File: src/rtl/t02_mem_arbiter.sv
// N-channel arbiter in front of a single shared RAM port with a busy handshake.
// Fixed-priority or round-robin grant, latched request, optional stuck-RAM watchdog.
module t02_mem_arbiter #(
   parameter int unsigned NUM_CH  = 2,
   parameter int unsigned ADDR_W  = 32,
   parameter int unsigned DATA_W  = 32,
   parameter int unsigned RR_EN   = 0,
   parameter int unsigned TIMEOUT = 255,
   localparam int unsigned ID_W   = (NUM_CH > 1) ? $clog2(NUM_CH) : 1
) (
   input  logic                     CLK,
   input  logic                     nRST,
   input  logic [NUM_CH-1:0]        req_ren,
   input  logic [NUM_CH-1:0]        req_wen,
   input  logic [NUM_CH*ADDR_W-1:0] req_addr,
   input  logic [NUM_CH*DATA_W-1:0] req_wdata,
   output logic [NUM_CH-1:0]        req_ready,
   output logic                     req_err,
   output logic [DATA_W-1:0]        req_rdata,
   output logic [ID_W-1:0]          grant_id,
   output logic                     ram_ren,
   output logic                     ram_wen,
   output logic [ADDR_W-1:0]        ram_addr,
   output logic [DATA_W-1:0]        ram_wdata,
   input  logic [DATA_W-1:0]        ram_rdata,
   input  logic                     ram_busy
);

   localparam int unsigned CNT_W = (TIMEOUT > 0) ? $clog2(TIMEOUT + 1) : 1;
   localparam logic [CNT_W-1:0] CNT_LAST = CNT_W'((TIMEOUT > 0) ? TIMEOUT - 1 : 0);

   typedef enum logic [1:0] {StIdle, StBusy, StResp} state_e;

   state_e              state_q, state_d;
   logic [ID_W-1:0]     grant_q, grant_d;
   logic [ID_W-1:0]     rr_ptr_q, rr_ptr_d;
   logic [CNT_W-1:0]    cnt_q, cnt_d;
   logic                err_q, err_d;
   logic                wr_q, wr_d;
   logic [ADDR_W-1:0]   addr_q, addr_d;
   logic [DATA_W-1:0]   wdata_q, wdata_d;
   logic [DATA_W-1:0]   rdata_q, rdata_d;

   logic [NUM_CH-1:0]   active;
   logic                any_active;
   logic [ID_W-1:0]     win_id;
   int unsigned         rr_idx;

   assign active     = req_ren | req_wen;
   assign any_active = |active;

   // Scan from the far end so the last hit (lowest index / nearest to pointer) wins.
   always_comb begin
      win_id = '0;
      rr_idx = 0;
      if (RR_EN == 0) begin
         for (int i = NUM_CH - 1; i >= 0; i--) begin
            if (active[i]) win_id = ID_W'(i);
         end
      end else begin
         for (int k = NUM_CH - 1; k >= 0; k--) begin
            rr_idx = (int'(rr_ptr_q) + k) % NUM_CH;
            if (active[rr_idx]) win_id = ID_W'(rr_idx);
         end
      end
   end

   always_comb begin
      state_d  = state_q;
      grant_d  = grant_q;
      rr_ptr_d = rr_ptr_q;
      cnt_d    = cnt_q;
      err_d    = err_q;
      wr_d     = wr_q;
      addr_d   = addr_q;
      wdata_d  = wdata_q;
      rdata_d  = rdata_q;
      unique case (state_q)
         StIdle: begin
            if (any_active) begin
               grant_d = win_id;
               addr_d  = req_addr[win_id*ADDR_W +: ADDR_W];
               wdata_d = req_wdata[win_id*DATA_W +: DATA_W];
               // Read wins when both strobes are set.
               wr_d    = ~req_ren[win_id];
               state_d = StBusy;
            end
         end
         StBusy: begin
            cnt_d = cnt_q + 1'b1;
            if (!ram_busy) begin
               rdata_d = wr_q ? '0 : ram_rdata;
               state_d = StResp;
            end else if ((TIMEOUT != 0) && (cnt_q == CNT_LAST)) begin
               err_d   = 1'b1;
               rdata_d = '0;
               state_d = StResp;
            end
         end
         StResp: begin
            state_d  = StIdle;
            cnt_d    = '0;
            err_d    = 1'b0;
            rr_ptr_d = (grant_q == ID_W'(NUM_CH - 1)) ? '0 : grant_q + 1'b1;
         end
         default: state_d = StIdle;
      endcase
   end

   always_ff @(posedge CLK or negedge nRST) begin
      if (!nRST) begin
         state_q  <= StIdle;
         grant_q  <= '0;
         rr_ptr_q <= '0;
         cnt_q    <= '0;
         err_q    <= 1'b0;
         wr_q     <= 1'b0;
         addr_q   <= '0;
         wdata_q  <= '0;
         rdata_q  <= '0;
      end else begin
         state_q  <= state_d;
         grant_q  <= grant_d;
         rr_ptr_q <= rr_ptr_d;
         cnt_q    <= cnt_d;
         err_q    <= err_d;
         wr_q     <= wr_d;
         addr_q   <= addr_d;
         wdata_q  <= wdata_d;
         rdata_q  <= rdata_d;
      end
   end

   always_comb begin
      ram_ren   = (state_q == StBusy) && !wr_q;
      ram_wen   = (state_q == StBusy) && wr_q;
      ram_addr  = addr_q;
      ram_wdata = wdata_q;
      req_ready = '0;
      if (state_q == StResp) req_ready[grant_q] = 1'b1;
      req_err   = (state_q == StResp) && err_q;
      req_rdata = rdata_q;
      grant_id  = grant_q;
   end

endmodule

File: config.mk
export PLATFORM = sky130hd
export DESIGN_NAME = t02_mem_arbiter
export DESIGN_NICKNAME = d
export VERILOG_FILES = /design/src/rtl/t02_mem_arbiter.sv
export SDC_FILE = /design/constraint.sdc
export NUM_CORES = 1
export LEC_CHECK = 0
export CORE_MARGIN = 3
export CORE_UTILIZATION = 44
export CTS_CLUSTER_SIZE = 40
export DETAILED_ROUTE_END_ITERATION = 8
export PLACE_DENSITY = 0.83
export SETUP_SLACK_MARGIN = 0.02
export SYNTH_ARGS = -nofsm -noshare
export SYNTH_HDL_FRONTEND = slang
export SYNTH_SLANG_ARGS = --single-unit
export TNS_END_PERCENT = 5
File: constraint.sdc
create_clock -name CLK -period 2.7 [get_ports CLK]
set_input_delay 0.675 -clock CLK [delete_from_list [all_inputs] [get_ports CLK]]
set_output_delay 0.675 -clock CLK [all_outputs]
set_load 0.01 [all_outputs]
# ---- Word level (Yosys, flattened, before mapping)
# Cells that the tools add are included.
dict set report totals {
  wordCells 54
  regBits 109
  out_inout_bits 102
  in_bits 167
}
dict set report classes {
  reduce_logical 12
  eq_ne 8
  muxes 18
  magnitude_cmp 3
  n_addsub 1
  n_shift 2
  bitwise_logic 2
}
# op count
set op_table {}
lappend op_table {{64-bit by 7-bit variable part select with 32-bit output} 2}
lappend op_table {{32-bit 2-to-1 mux} 3}
lappend op_table {{8-bit one-hot mux with 2 select lines} 1}
lappend op_table {{8-bit by 1-bit adder with 8-bit output, second input constant} 1}
lappend op_table {{8-bit equality test, second input constant} 1}
lappend op_table {{2-bit 2-to-1 mux} 4}
lappend op_table {{1-bit 2-to-1 mux} 7}
lappend op_table {{2-bit != test, second input constant} 3}
lappend op_table {{2-bit AND reduction} 3}
lappend op_table {{1-bit logical AND} 4}
lappend op_table {{1-bit by 2-bit < comparator with 1-bit output, second input constant} 2}
lappend op_table {{2-bit one-hot mux with 2 select lines} 1}
lappend op_table {{3-bit != test, second input constant} 1}
lappend op_table {{3-bit AND reduction} 1}
lappend op_table {{2-bit by 1-bit equality test with 1-bit output, second input constant} 1}
lappend op_table {{2-bit equality test, second input constant} 1}
lappend op_table {{2-bit zero test} 1}
lappend op_table {{2-bit by 1-bit != test with 1-bit output, second input constant} 1}
lappend op_table {{2-bit bitwise OR} 1}
lappend op_table {{1-bit one-hot mux with 2 select lines} 1}
lappend op_table {{2-bit nonzero test} 1}
lappend op_table {{2-bit OR reduction} 1}
lappend op_table {{1-bit demux with 1-bit select} 1}
lappend op_table {{1-bit >= comparator, second input constant} 1}
lappend op_table {{2 further kinds} 2}

# ---- Depth between registers and ports, before layout
dict set report logic_depth {
  word_depth 6
  mapped_depth 7
  mapped_depth_nobuf 5
}

# ---- Worst setup path before layout
# Ideal clock, no wire load.
dict set report synth_path {
  kind {register to output}
  start {reg state_q[0]}
  end {out req_ready[0]}
  stages_incl_launch_ff 5
  arrival_ns 1.176
  required_ns 2.025
  path_buffers 1
  setup_slack_ns 0.849
  path_cell_list {dfrtp_1 > inv_1 > ha_1 > clkbuf_1 > nor2b_1}
}
dict set report synth_via {
  elab_chain_cells 2
}
# element line_no
set synth_lines {}
lappend synth_lines {{start, declared} 34} ;# state_e state_q, state_d;
lappend synth_lines {{start signal, assigned} 112} ;# state_q <= StIdle;
lappend synth_lines {{start signal, assigned} 122} ;# state_q <= state_d;
lappend synth_lines {{2-bit equality test} 140} ;# if (state_q == StResp) req_ready[grant_q] = 1'b1;
lappend synth_lines {{2-bit 2-to-1 mux} 140}
lappend synth_lines {{end, declared} 17} ;# output logic [NUM_CH-1:0] req_ready,
# No other way between the ends.

# ---- Worst setup path after layout
dict set report layout_path {
  start {reg state_q[1]}
  end {out ram_ren}
}
dict set report layout_via {
  elab_chain_cells 2
}
# element line_no
set layout_lines {}
lappend layout_lines {{2-bit by 1-bit equality test with 1-bit output} 135} ;# ram_ren = (state_q == StBusy) && !wr_q;
lappend layout_lines {{1-bit logical AND} 135}
lappend layout_lines {{end, declared} 21} ;# output logic ram_ren,
# No other way between the ends.

==> impl_summary.txt <==
----------------------------------------------------
[Status]
  Status ... completed

[Worst setup path]
  Largest fanout on the critical path ... 8
  Crit path largest cell delay ... 0.57 ns
  Number of buffers and inverters on the critical path ... 2
  Crit Path Category ... reg2out
  Series of cell instances along the critical path ... inv_1 -> ha_2 -> nor2b_1 -> clkdlybuf4s50_1
  Crit path max-delay cell type ... clkdlybuf4s50_1
  Setup crit end kind ... primary output
  Data required, critical path ... 2.03 ns
  CP Data Arrival Time ... 1.85 ns
  Cell family with the largest share of critical-path delay ... buffers and inverters
  Launching element type of the critical path ... flop

[Power]
  Relative contribution of sequential cells to total power ... 0.329
  Part of the total power dissipated in the clock network ... 0.158
  Cell Pwr Density ... 1090 nW/um2
  Leakage power of the design ... 3.28 nW
  Comb pwr share ... 0.513
  IR Drop Worst-Case VDD ... 0.627 mV
  Net switching share of the total power ... 0.362
  Switch Pwr ... 3.32 mW
  Pwr Total ... 9.19 mW
  Internal power consumption ... 5.86 mW

[Route]
  Antenna Violating Nets Remaining ... 0
  Drt first pass iters ... 5
  Wirelength, routed ... 17600 um
  Routed vias ... 5420
  Post-detailed-route wirelength per cell ... 18.6 um
  Number of DRC violations after detailed-routing iteration 0 ... 574
  Final routed DRC violation total ... 0
  Number of vias per cell ... 5.73

[Floorplanning]
  Starting utilization of the core area ... 0.460
  Vertical die dimension ... 116 um
  Core Box Area ... 11700 um2
  Die ar. ... 13600 um2
  Die boundary width ... 116 um
  Number of primary I/O pins ... 269
  Core Rows ... 39

[Final layout]
  Most common cell after layout, fill and taps aside ... clkdlybuf4s50_1
  Leading cell types in the layout, fill and taps excluded ... clkdlybuf4s50_1 (267), dfrtp_1 (109), nand3_1 (69)
  Share of layout cells above drive strength 1 ... 0.0473
  Area growth from synthesis to layout ... 57.3%
  Number of antenna repair diodes ... 0
  Post-layout net count ... 970
  Number of fill cells in the layout ... 841
  Summed area of non-filler cells in the final layout ... 8440 um2
  Final standard cell utilization of the core ... 0.724

[STA]
  Final setup violation count ... 0
  Unrepaired setup endpoints after global routing ... false
  Highest clock frequency the design can meet ... 396 MHz
  Final clock period utilization by the worst path ... 0.936
  Hold Fails Final Rpt ... 0
  Final worst clock skew ... 0.00841 ns
  Final count of pins violating max slew ... 0
  Actual transition at the worst max-transition pin ... 0.888 ns
  Headroom to the max-slew limit ... 0.407
  Period minus WS final ... 2.53 ns
  Final sum of negative setup slack ... 0 ns

[Placed design]
  Cell area reported after detailed placement ... 8110 um2
  Routability-driven placement congestion ratio ... 0.814
  Dpl hpwl ... 12600 um
  Number of port buffers ... 268

[Synthesis]
  Async SR Flop Fraction ... 1.00
  Net count after synthesis ... 736
  Post-synth top flop ... dfrtp_1
  Synthesized instance count ... 564
  EDFF count, synth ... 0
  Number of flip-flops and latches in the synthesized netlist ... 109
  Post-synthesis area per instance ... 9.52 um2
  Post-synthesis sequential area ratio ... 0.508
  Total of warnings raised by yosys ... 0
  Unique masters post-synth ... 41
  Area of the mapped netlist ... 5370 um2

[Clocking]
  Number of H-tree levels ... 3
  Root buffer cell ... clkbuf_16
  Count of hold buffers inserted by post-cts repair ... 0
  TritonCTS clock tree ... done
  Clk buf depth ... 2
  TritonCTS Buffers ... 9
  Clk_lat worst skew ... 0.34 ns
  Clock-pin transition on the worst setup and hold timing paths ... 0.07 ns
  # clock sinks ... 109

[Global route]
  GRT Total Usage ... 0.250
  Maximum number of pins on one net before global-route repair ... 129
  Initial antenna violation count ... 0
  Vias in the first global route ... 5206
  First-pass GRT wire length ... 26800 um
  GR Overflow Total ... 0

[Min path]
  Worst hold-check path type ... in2async

[Run]
  Number of maximum-capacitance violations ... 0

----------------------------------------------------
-- flip-flops by register name, summed over array words and instances, names as in the netlist --
signal and count:
ram_addr 32, cnt_q 8, wr_q 1, state_q 2
err_q 1, grant_id 1, req_rdata 32, ram_wdata 32
-- what timing repair did --
item / in CTS / in global routing
buffers inserted: 0 / 0
setup endpoints to repair: 0 / 2
gates resized for setup: 0 / 1
-- synthesized netlist by cell type, drive strengths merged, types with 3 or more instances --
| master | count | area, um2 |
|---|---|---|
| a211oi | 3 | 22.5 |
| a221o | 32 | 320 |
| nor2 | 68 | 255 |
| ha | 5 | 62.6 |
| and2b | 3 | 22.5 |
| dfrtp | 109 | 2730 |
| nor2b | 36 | 225 |
| o22ai | 3 | 18.8 |
| buf | 31 | 213 |
| o21ai | 66 | 330 |
| and2 | 4 | 25.0 |
| clkbuf | 25 | 95.1 |
| a31oi | 65 | 407 |
| inv | 9 | 33.8 |
| o31ai | 3 | 22.5 |
| nand2 | 7 | 26.3 |
| nand3 | 69 | 345 |
-- layout make-up --
| type | instances | area [um2] | share of cell area |
|---|---|---|---|
| clock buffers | 11 | 253 | 0.0299 |
| flip-flops and latches | 109 | 2730 | 0.323 |
| inverters | 9 | 33.8 | 0.00400 |
| repair buffers | 279 | 2850 | 0.338 |
| clock inverters | 5 | 82.6 | 0.00978 |
| well taps | 143 | 179 | 0.0212 |
| multi-input cells | 390 | 2320 | 0.275 |
-- worst paths after layout --
path	from	to	slack, ns	cells past startpoint
hold / removal	nRST	req_rdata[13]	0.30	1
min in group CLK	req_rdata[14]	req_rdata[14]	0.54	1
max in group asynchronous	nRST	ram_addr[13]	1.66	2
hold reg to reg	req_rdata[14]	req_rdata[14]	0.54	1
setup / recovery	state_q[1]	ram_ren	0.17	4
setup reg to reg	cnt_q[0]	req_rdata[30]	0.70	5
-- worst register-to-register path: stages (launching register included) --
cell	delay [ns]
dfrtp_1	0.40
inv_1	0.07
ha_1	0.19
and4_2	0.26
a21oi_4	0.72
a221o_1	0.30
-- routing by layer --
metal  wire length [um]  GRT usage  vias up
met5                  0          0        -
met4                445     0.0874        0
met3               1550     0.0575       31
met2               8730      0.423      258
met1               6860      0.316     2593
li1                   -          -     2538
-- cells by family (layout without fill, tap and decap cells) --
kind of cell,after synthesis,in the layout,synth area share
and+or+nand+nor,199,199,0.183
DFF,109,109,0.508
buffers and inverters,65,304,0.0636
muxes,4,4,0.00792
adders and majority gates,5,5,0.0117
AOI/OAI and AO/OA,182,182,0.226
-- per-stage QoR --
step,worst slack [ns],hold slack [ns],instances
final,0.172,0.298,946
after global routing,0.0648,0.327,946
after CTS,0.0799,0.315,946
after detailed placement,0.305,0.521,930
after global placement,0.351,0.511,930
after floorplan,0.849,0.379,564
-- power by group through the flow --
| stage | registers, mW | logic, mW | clock network (mW) |
|---|---|---|---|
| after floorplan | 3.31 | 2.14 | 0 |
| after global placement | 2.98 | 4.59 | 0 |
| after detailed placement | 3.04 | 4.72 | 0 |
| after CTS | 3.02 | 4.75 | 1.48 |
| after global routing | 3.13 | 5.15 | 1.55 |
| final | 3.02 | 4.71 | 1.45 |
(Power assumes the default switching activity.)
